--- src/rtl/fast_vram_parse_list_if.sv ---
// CPU and fast-VRAM bus bundle for the line parser.
// The master side is the system (CPU and memory). The slave side is the parser block.
interface fast_vram_parse_list_if #(parameter int ADDR_W = 11);
  logic              CPU_REQ;
  logic              CPU_WE;
  logic [ADDR_W-1:0] CPU_ADDR;
  logic [15:0]       CPU_WDATA;
  logic              CPU_ACK;
  logic [15:0]       CPU_RDATA;
  logic [ADDR_W-1:0] FV_ADDR;
  logic [15:0]       FV_WDATA;
  logic              FV_WE;
  logic [15:0]       FV_RDATA;

  modport master (
    output CPU_REQ, CPU_WE, CPU_ADDR, CPU_WDATA, FV_RDATA,
    input  CPU_ACK, CPU_RDATA, FV_ADDR, FV_WDATA, FV_WE
  );
  modport slave (
    input  CPU_REQ, CPU_WE, CPU_ADDR, CPU_WDATA, FV_RDATA,
    output CPU_ACK, CPU_RDATA, FV_ADDR, FV_WDATA, FV_WE
  );
endinterface

--- src/rtl/fast_vram_parse_list.sv ---
// Per-line sprite Y scan over a slot-shared fast-VRAM port.
// Produces a double-buffered active list. CPU accesses are interleaved into the same slots.
module fast_vram_parse_list #(
  parameter int NSPR      = 381,
  parameter int IDX_W     = 9,
  parameter int DEPTH     = 96,
  parameter int LOOKAHEAD = 2,
  parameter int ADDR_W    = 11,
  parameter logic [ADDR_W-1:0] PARSE_BASE = 11'h200
) (
  input  logic             CLK,
  input  logic             RESETP,
  input  logic             SLOT_EN,
  input  logic             NEW_LINE,
  input  logic [8:0]       RASTER,
  input  logic             FLIP,
  fast_vram_parse_list_if.slave bus,
  input  logic             RD_START,
  input  logic             RD_EN,
  output logic [IDX_W-1:0] RD_INDEX,
  output logic             RD_VALID,
  output logic [6:0]       ACTIVE_COUNT,
  output logic             PARSE_DONE,
  output logic             LIST_FULL,
  output logic             BANK
);
  localparam int LW = (DEPTH > 1) ? $clog2(DEPTH) : 1;
  localparam logic [6:0]       DEPTH_C = 7'(DEPTH);
  localparam logic [IDX_W:0]   NSPR_C  = (IDX_W+1)'(NSPR);
  localparam logic [IDX_W:0]   PONE    = (IDX_W+1)'(1);
  localparam logic [IDX_W-1:0] LAST_C  = IDX_W'(NSPR - 1);

  typedef enum logic [1:0] {S_IDLE, S_READ, S_EVAL} state_t;
  state_t r_state, w_state_nxt;

  logic [IDX_W:0]    r_pidx;
  logic [IDX_W-1:0]  r_eidx;
  logic [6:0]        r_count, r_acnt, r_rdptr;
  logic              r_chain, r_done, r_full, r_bank;
  logic              r_prev_cpu, r_cpu_busy, r_cpu_rd, r_ack;
  logic [15:0]       r_rdata, r_fv_wdata;
  logic [ADDR_W-1:0] r_fv_addr;
  logic              r_fv_we;
  logic [IDX_W-1:0]  r_rd_index;
  logic              r_rd_valid;
  logic [IDX_W-1:0]  r_list [2][DEPTH];

  logic [8:0]        w_line, w_rel;
  logic              w_match, w_result, w_eval, w_room, w_full_hit, w_last;
  logic              w_parse_want, w_cpu_pend, w_gnt_cpu, w_gnt_parse;
  logic [ADDR_W-1:0] w_parse_addr;
  logic [6:0]        w_ptr_nxt, w_acnt_nxt;
  logic              w_dbank_nxt, w_valid_nxt;

  // FV_RDATA at an EVAL slot is the Y word of r_eidx
  assign w_line     = (FLIP ? ~RASTER : RASTER) + 9'(LOOKAHEAD);
  assign w_rel      = w_line - bus.FV_RDATA[15:7];
  assign w_match    = bus.FV_RDATA[5] | (w_rel < {bus.FV_RDATA[4:0], 4'b0});
  assign w_result   = bus.FV_RDATA[6] ? r_chain : w_match;
  assign w_eval     = SLOT_EN & ~NEW_LINE & (r_state == S_EVAL);
  assign w_room     = r_count < DEPTH_C;
  assign w_full_hit = w_eval & w_result & ~w_room;
  assign w_last     = w_eval & (r_eidx == LAST_C);

  // CPU may not take two slots in a row while a parse wants the port
  assign w_parse_want = (r_state != S_IDLE) & ~NEW_LINE & ~w_full_hit & (r_pidx < NSPR_C);
  assign w_cpu_pend   = bus.CPU_REQ & ~r_cpu_busy;
  assign w_gnt_cpu    = SLOT_EN & w_cpu_pend & (~r_prev_cpu | ~w_parse_want);
  assign w_gnt_parse  = SLOT_EN & w_parse_want & ~w_gnt_cpu;
  assign w_parse_addr = PARSE_BASE + ADDR_W'(r_pidx);

  always_ff @(posedge CLK or negedge RESETP)
    if (!RESETP) r_state <= S_IDLE;
    else         r_state <= w_state_nxt;

  always_comb begin
    w_state_nxt = r_state;
    if (NEW_LINE) w_state_nxt = S_READ;
    else if (SLOT_EN) begin
      case (r_state)
        S_READ:  if (w_gnt_parse) w_state_nxt = S_EVAL;
        S_EVAL: begin
          if (w_full_hit || w_last) w_state_nxt = S_IDLE;
          else if (!w_gnt_parse)    w_state_nxt = S_READ;
        end
        default: w_state_nxt = r_state;
      endcase
    end
  end

  always_ff @(posedge CLK or negedge RESETP) begin
    if (!RESETP) begin
      r_pidx  <= '0;
      r_eidx  <= '0;
      r_count <= '0;
      r_acnt  <= '0;
      r_chain <= 1'b0;
      r_done  <= 1'b1;
      r_full  <= 1'b0;
      r_bank  <= 1'b0;
    end else if (NEW_LINE) begin
      r_acnt  <= r_count;
      r_bank  <= ~r_bank;
      r_count <= '0;
      r_pidx  <= '0;
      r_full  <= 1'b0;
      r_done  <= 1'b0;
      r_chain <= 1'b0;
    end else begin
      if (w_gnt_parse) begin
        r_pidx <= r_pidx + PONE;
        r_eidx <= r_pidx[IDX_W-1:0];
      end
      if (w_eval) begin
        if (!bus.FV_RDATA[6])      r_chain <= w_match;
        if (w_result && w_room)    r_count <= r_count + 7'd1;
        if (w_full_hit)            r_full  <= 1'b1;
        if (w_full_hit || w_last)  r_done  <= 1'b1;
      end
    end
  end

  always_ff @(posedge CLK)
    if (w_eval && w_result && w_room)
      r_list[r_bank][r_count[LW-1:0]] <= r_eidx;

  // CPU read data arrives one slot after its grant; the ack follows the slot edge
  always_ff @(posedge CLK or negedge RESETP) begin
    if (!RESETP) begin
      r_prev_cpu <= 1'b0;
      r_cpu_busy <= 1'b0;
      r_cpu_rd   <= 1'b0;
      r_ack      <= 1'b0;
      r_rdata    <= '0;
      r_fv_addr  <= '0;
      r_fv_wdata <= '0;
      r_fv_we    <= 1'b0;
    end else begin
      r_ack <= 1'b0;
      if (r_ack) r_cpu_busy <= 1'b0;
      if (SLOT_EN) begin
        r_prev_cpu <= w_gnt_cpu;
        r_cpu_rd   <= w_gnt_cpu & ~bus.CPU_WE;
        if (r_cpu_rd) begin
          r_rdata <= bus.FV_RDATA;
          r_ack   <= 1'b1;
        end
        if (w_gnt_cpu) begin
          r_fv_addr  <= bus.CPU_ADDR;
          r_fv_wdata <= bus.CPU_WDATA;
          r_fv_we    <= bus.CPU_WE;
          r_cpu_busy <= 1'b1;
          if (bus.CPU_WE) r_ack <= 1'b1;
        end else if (w_gnt_parse) begin
          r_fv_addr <= w_parse_addr;
          r_fv_we   <= 1'b0;
        end else begin
          r_fv_we <= 1'b0;
        end
      end
    end
  end

  // Reader outputs are computed from next-cycle pointer/bank so they land one CLK after the event
  assign w_ptr_nxt   = (NEW_LINE || RD_START) ? 7'd0 :
                       (RD_EN && (r_rdptr < r_acnt)) ? r_rdptr + 7'd1 : r_rdptr;
  assign w_dbank_nxt = NEW_LINE ? r_bank : ~r_bank;
  assign w_acnt_nxt  = NEW_LINE ? r_count : r_acnt;
  assign w_valid_nxt = w_ptr_nxt < w_acnt_nxt;

  always_ff @(posedge CLK or negedge RESETP) begin
    if (!RESETP) begin
      r_rdptr    <= '0;
      r_rd_valid <= 1'b0;
      r_rd_index <= '0;
    end else begin
      r_rdptr    <= w_ptr_nxt;
      r_rd_valid <= w_valid_nxt;
      r_rd_index <= w_valid_nxt ? r_list[w_dbank_nxt][w_ptr_nxt[LW-1:0]] : '0;
    end
  end

  assign bus.FV_ADDR   = r_fv_addr;
  assign bus.FV_WDATA  = r_fv_wdata;
  assign bus.FV_WE     = r_fv_we;
  assign bus.CPU_ACK   = r_ack;
  assign bus.CPU_RDATA = r_rdata;
  assign RD_INDEX      = r_rd_index;
  assign RD_VALID      = r_rd_valid;
  assign ACTIVE_COUNT  = r_acnt;
  assign PARSE_DONE    = r_done;
  assign LIST_FULL     = r_full;
  assign BANK          = r_bank;
endmodule

--- src/flat_wrapper.sv ---
// flat-port wrapper written by rule: the top's interface ports become plain ports
module fast_vram_parse_list_flat 
#(
  parameter int NSPR      = 381,
  parameter int IDX_W     = 9,
  parameter int DEPTH     = 96,
  parameter int LOOKAHEAD = 2,
  parameter int ADDR_W    = 11,
  parameter logic [ADDR_W-1:0] PARSE_BASE = 11'h200
)
  (CLK, RESETP, SLOT_EN, NEW_LINE, RASTER, FLIP, RD_START, RD_EN, RD_INDEX, RD_VALID, ACTIVE_COUNT, PARSE_DONE, LIST_FULL, BANK, bus_CPU_REQ, bus_CPU_WE, bus_CPU_ADDR, bus_CPU_WDATA, bus_FV_RDATA, bus_CPU_ACK, bus_CPU_RDATA, bus_FV_ADDR, bus_FV_WDATA, bus_FV_WE);
  fast_vram_parse_list_if #(.ADDR_W(ADDR_W)) bus_i ();
  input  logic CLK;
  input  logic RESETP;
  input  logic SLOT_EN;
  input  logic NEW_LINE;
  input  logic [8:0] RASTER;
  input  logic FLIP;
  input  logic RD_START;
  input  logic RD_EN;
  output logic [IDX_W-1:0] RD_INDEX;
  output logic RD_VALID;
  output logic [6:0] ACTIVE_COUNT;
  output logic PARSE_DONE;
  output logic LIST_FULL;
  output logic BANK;
  input wire logic [$bits(bus_i.CPU_REQ)-1:0] bus_CPU_REQ;
  input wire logic [$bits(bus_i.CPU_WE)-1:0] bus_CPU_WE;
  input wire logic [$bits(bus_i.CPU_ADDR)-1:0] bus_CPU_ADDR;
  input wire logic [$bits(bus_i.CPU_WDATA)-1:0] bus_CPU_WDATA;
  input wire logic [$bits(bus_i.FV_RDATA)-1:0] bus_FV_RDATA;
  output wire logic [$bits(bus_i.CPU_ACK)-1:0] bus_CPU_ACK;
  output wire logic [$bits(bus_i.CPU_RDATA)-1:0] bus_CPU_RDATA;
  output wire logic [$bits(bus_i.FV_ADDR)-1:0] bus_FV_ADDR;
  output wire logic [$bits(bus_i.FV_WDATA)-1:0] bus_FV_WDATA;
  output wire logic [$bits(bus_i.FV_WE)-1:0] bus_FV_WE;
  assign bus_i.CPU_REQ = bus_CPU_REQ;
  assign bus_i.CPU_WE = bus_CPU_WE;
  assign bus_i.CPU_ADDR = bus_CPU_ADDR;
  assign bus_i.CPU_WDATA = bus_CPU_WDATA;
  assign bus_i.FV_RDATA = bus_FV_RDATA;
  assign bus_CPU_ACK = bus_i.CPU_ACK;
  assign bus_CPU_RDATA = bus_i.CPU_RDATA;
  assign bus_FV_ADDR = bus_i.FV_ADDR;
  assign bus_FV_WDATA = bus_i.FV_WDATA;
  assign bus_FV_WE = bus_i.FV_WE;
  fast_vram_parse_list #(.NSPR(NSPR), .IDX_W(IDX_W), .DEPTH(DEPTH), .LOOKAHEAD(LOOKAHEAD), .ADDR_W(ADDR_W), .PARSE_BASE(PARSE_BASE)) u_core (.CLK(CLK), .RESETP(RESETP), .SLOT_EN(SLOT_EN), .NEW_LINE(NEW_LINE), .RASTER(RASTER), .FLIP(FLIP), .bus(bus_i), .RD_START(RD_START), .RD_EN(RD_EN), .RD_INDEX(RD_INDEX), .RD_VALID(RD_VALID), .ACTIVE_COUNT(ACTIVE_COUNT), .PARSE_DONE(PARSE_DONE), .LIST_FULL(LIST_FULL), .BANK(BANK));
endmodule
--- config.mk ---
export PLATFORM = sky130hd
export DESIGN_NAME = fast_vram_parse_list_flat
export DESIGN_NICKNAME = d
export VERILOG_FILES = /design/src/rtl/fast_vram_parse_list_if.sv /design/src/rtl/fast_vram_parse_list.sv /design/src/flat_wrapper.sv
export SDC_FILE = /design/constraint.sdc
export NUM_CORES = 2
export LEC_CHECK = 0
export BUFFER_PORTS_ARGS = -buffer_cell sky130_fd_sc_hd__buf_2
export CAP_MARGIN = 20
export CORE_MARGIN = 8
export CORE_UTILIZATION = 60
export DETAILED_ROUTE_END_ITERATION = 6
export PLACE_DENSITY = 0.77
export SYNTH_ARGS = -nofsm -noshare
export SYNTH_HDL_FRONTEND = slang
export SYNTH_SLANG_ARGS = --single-unit
--- constraint.sdc ---
create_clock -name CLK -period 11.55 [get_ports CLK]
set_input_delay 1.155 -clock CLK [delete_from_list [all_inputs] [get_ports CLK]]
set_output_delay 1.155 -clock CLK [all_outputs]
set_load 0.01 [all_outputs]
==> impl_metrics.env <==
export IMPL_hp_class="in2async"
export IMPL_cts_made_buffers=176
export IMPL_hpwl_um=126500
export IMPL_die_area_sq_um=135700
export IMPL_fin_skew_ps=32.10
export IMPL_detail_route_vias_per_cell=6.757
export IMPL_grt_overflow=0
export IMPL_nNetsFinal=5296
export IMPL_pwr_share_comb=0.160
export IMPL_yosys_most_used_dff="edfxtp_1"
export IMPL_synth_compound_area_frac=0.04441
export IMPL_hold_viol_final=0
export IMPL_arrival_ps=6600
export IMPL_fp_row_count=129
export IMPL_grt_max_degree=150
export IMPL_initial_core_util=0.6036
export IMPL_fin_crit_ps=6195
export IMPL_p_leak_uw=0.02979
export IMPL_drive_gt1_frac=0.1299
export IMPL_synth_async_sr_flop_share=0.05677
export IMPL_final_setup_viol_count=0
export IMPL_yosys_top_cells_area="edfxtp_1 70%, nand2_1 5.3%, mux4_2 3.9%"
export IMPL_failed_checks="DRC"
export IMPL_end_kind="register"
export IMPL_synth_xor_area_frac=0.003761
export IMPL_power_internal_uw=11490
export IMPL_drtIter0Drc=7936
export IMPL_pwr_share_clk=0.366
export IMPL_ios=126
export IMPL_clk_pin_slew_ps=60
export IMPL_synthCells=5119
export IMPL_drv_slew=0
export IMPL_synth_edf_count=1728
export IMPL_grt_pass1_wl_um=310500
export IMPL_status="complete, but fails checks"
export IMPL_grt_pass1_vias=45853
export IMPL_clk_latency_ps=790
export IMPL_yosys_warnings=0
export IMPL_postRouteAntennaNets=0
export IMPL_place_congestion=0.9348
export IMPL_yosysUniqueCellTypes=99
export IMPL_ys_top_cells_by_count="1728 x edfxtp_1, 1055 x nand2_1, 476 x nand3_1"
export IMPL_core_area_sq_um=123500
export IMPL_crit_fanout=11
export IMPL_worst_pin_slew_ps=1163
export IMPL_synth_top_family_by_area="simple AND/OR/NAND/NOR gates"
export IMPL_die_w_um=368.4
export IMPL_cts_setup_buffers=0
export IMPL_clockBufferDepth=3
export IMPL_route_detailed_drc=7
export IMPL_cts_resized=0
export IMPL_grtUsageTotal=0.3086
export IMPL_fin_area_sq_um=82450
export IMPL_p_per_area_nw_per_um2=191.6
export IMPL_synth_top_area_share=0.6962
export IMPL_fin_setup_tns_ps=0
export IMPL_final_fill_count=8160
export IMPL_wl_um=214400
export IMPL_io_buffers=125
export IMPL_cts_max_level=4
export IMPL_maxCapViolCount=0
export IMPL_synth_area_sq_um=74530
export IMPL_area_growth_pct=10.63
export IMPL_synth_area_leader_cell="edfxtp_1"
export IMPL_sw_frac_of_total=0.2726
export IMPL_ir_worst_vdd_v=0.0001864
export IMPL_dpl_instance_area_sq_um=76660
export IMPL_muxShareOfSynthArea=0.07733
export IMPL_vias=47265
export IMPL_synth_nets=5213
export IMPL_drtPass1Iterations=7
export IMPL_relSlewSlack=0.2236
export IMPL_wl_per_cell_um=30.66
export IMPL_finalCritPeriodShare=0.5364
export IMPL_rsz0062_at_grt="no"
export IMPL_path_class="in2reg"
export IMPL_seqPwrFrac=0.475
export IMPL_cp_required_ps=11950
export IMPL_die_h_um=368.4
export IMPL_cts_tree="done"
export IMPL_yosysMostFrequentCell="edfxtp_1"
export IMPL_synthAdderAreaFrac=0.005540
export IMPL_p_sw_uw=4307
export IMPL_avgSynthCellArea_sq_um=14.56
export IMPL_start_kind="primary input"
export IMPL_cts_hold_buf=0
export IMPL_yosysSeqAreaShare=0.7312
export IMPL_synth_simple_area_share=0.1153
export IMPL_synth_seq_cells=1832
export IMPL_antenna_found_initial=7
export IMPL_clkSinkCount=1832
export IMPL_clock_fmax_mhz=161.4
export IMPL_clock_root_buffer="clkbuf_16"
layer usage:
metal,up-vias,routed length (um),track usage
met4,4,11510,0.1420
met3,674,30260,0.08884
met2,3924,97300,0.4695
met5,-,20,0
met1,23211,75360,0.4162
li1,19452,-,-
state kept, by name (all words and copies together), names as in the netlist, 2 cells and up:
signal / cells
u_core.RD_INDEX: 9
u_core.r_state: 2
u_core.r_rdptr: 7
u_core.r_pidx: 10
u_core.r_count: 7
u_core.bus.FV_WDATA: 16
u_core.bus.CPU_RDATA: 16
u_core.bus.FV_ADDR: 11
u_core.r_eidx: 9
u_core.r_list: 1728
u_core.ACTIVE_COUNT: 7
stage by stage:
stage | instances | setup WS (ps) | utilization | power, uW | hold slack [ps]
after floorplan | 5119 | 5715 | - | 9393 | 455.1
after global placement | 6658 | 4240 | 0.6207 | 10070 | 457.7
after detailed placement | 6660 | 4712 | 0.6208 | 10120 | 469.2
after CTS | 6987 | 5511 | 0.6675 | 15790 | 315.6
after global routing | 6988 | 5012 | 0.6676 | 16240 | 363.3
final | 6995 | 5355 | 0.6677 | 15800 | 323.0
power groups by stage:
stage,Clock [uW],Sequential (uW),Combinational [uW]
after global placement,0,7630,2440
final,5780,7500,2520
after floorplan,0,7700,1690
after global routing,6050,7510,2680
after CTS,5790,7500,2500
after detailed placement,0,7640,2480
worst max-delay path: stages:
cell and delay, ps:
buf_2 240, xor2_1 180, ha_1 250, ha_1 280, nand2b_1 70, a21oi_1 50
o21ai_1 200, a21boi_2 110, o21a_1 200, o21a_1 200, o21a_1 190, nor2_1 110
ha_1 250, a21o_1 160, a21oi_1 210, o21ai_1 270, a2111oi_2 650, nand2_1 860
nor2_1 940
logic make-up after synthesis:
family / after synthesis
simple gates: 2002
flops: 1832
compound gates: 453
mux: 410
buf+inv: 360
fa+ha+maj: 33
xor+xnor: 29
worst paths after layout:
path	startpoint	endpoint	cells past startpoint	slack (ps)
setup / recovery	FLIP	u_core.r_list[1][289]	19	5350
hold / removal	RESETP	u_core.bus.FV_ADDR[9]	1	320
setup reg to reg	u_core.r_rdptr[2]	u_core.RD_INDEX[4]	14	5400
hold reg to reg	u_core.bus.CPU_ACK	u_core.r_cpu_busy	1	480
max in group asynchronous	RESETP	u_core.r_eidx[2]	2	9810
min in group CLK	u_core.bus.CPU_ACK	u_core.r_cpu_busy	1	480
layout make-up:
type | count | area [sq um] | area share
Sequential cell | 1832 | 54530 | 0.6614
Inverter | 55 | 221.5 | 0.002686
Tap cell | 1637 | 2048 | 0.02484
Antenna cell | 7 | 17.52 | 0.0002125
Timing Repair Buffer | 210 | 1384 | 0.01678
Clock buffer | 228 | 4766 | 0.05780
Clock inverter | 99 | 1001 | 0.01214
Multi-Input combinational cell | 2927 | 18480 | 0.2242
placed cells by master (no fill, tap or decap), drive strengths merged, types with 25 or more instances in the layout:
| master | Yosys | final |
|---|---|---|
| clkbuf | 131 | 228 |
| o21ai | 66 | 66 |
| ha | 33 | 33 |
| nor3 | 25 | 25 |
| clkinv | 2 | 71 |
| a211oi | 26 | 26 |
| mux4 | 129 | 129 |
| a21oi | 73 | 73 |
| dfrtp | 103 | 103 |
| nor2 | 288 | 288 |
| a311oi | 50 | 50 |
| mux2i | 245 | 245 |
| nand2 | 1056 | 1056 |
| a31oi | 57 | 57 |
| buf | 174 | 210 |
| inv | 53 | 60 |
| nand3 | 476 | 476 |
| mux2 | 36 | 36 |
| edfxtp | 1728 | 1728 |
| and3 | 75 | 75 |
Power figures use the tool's default switching activity.
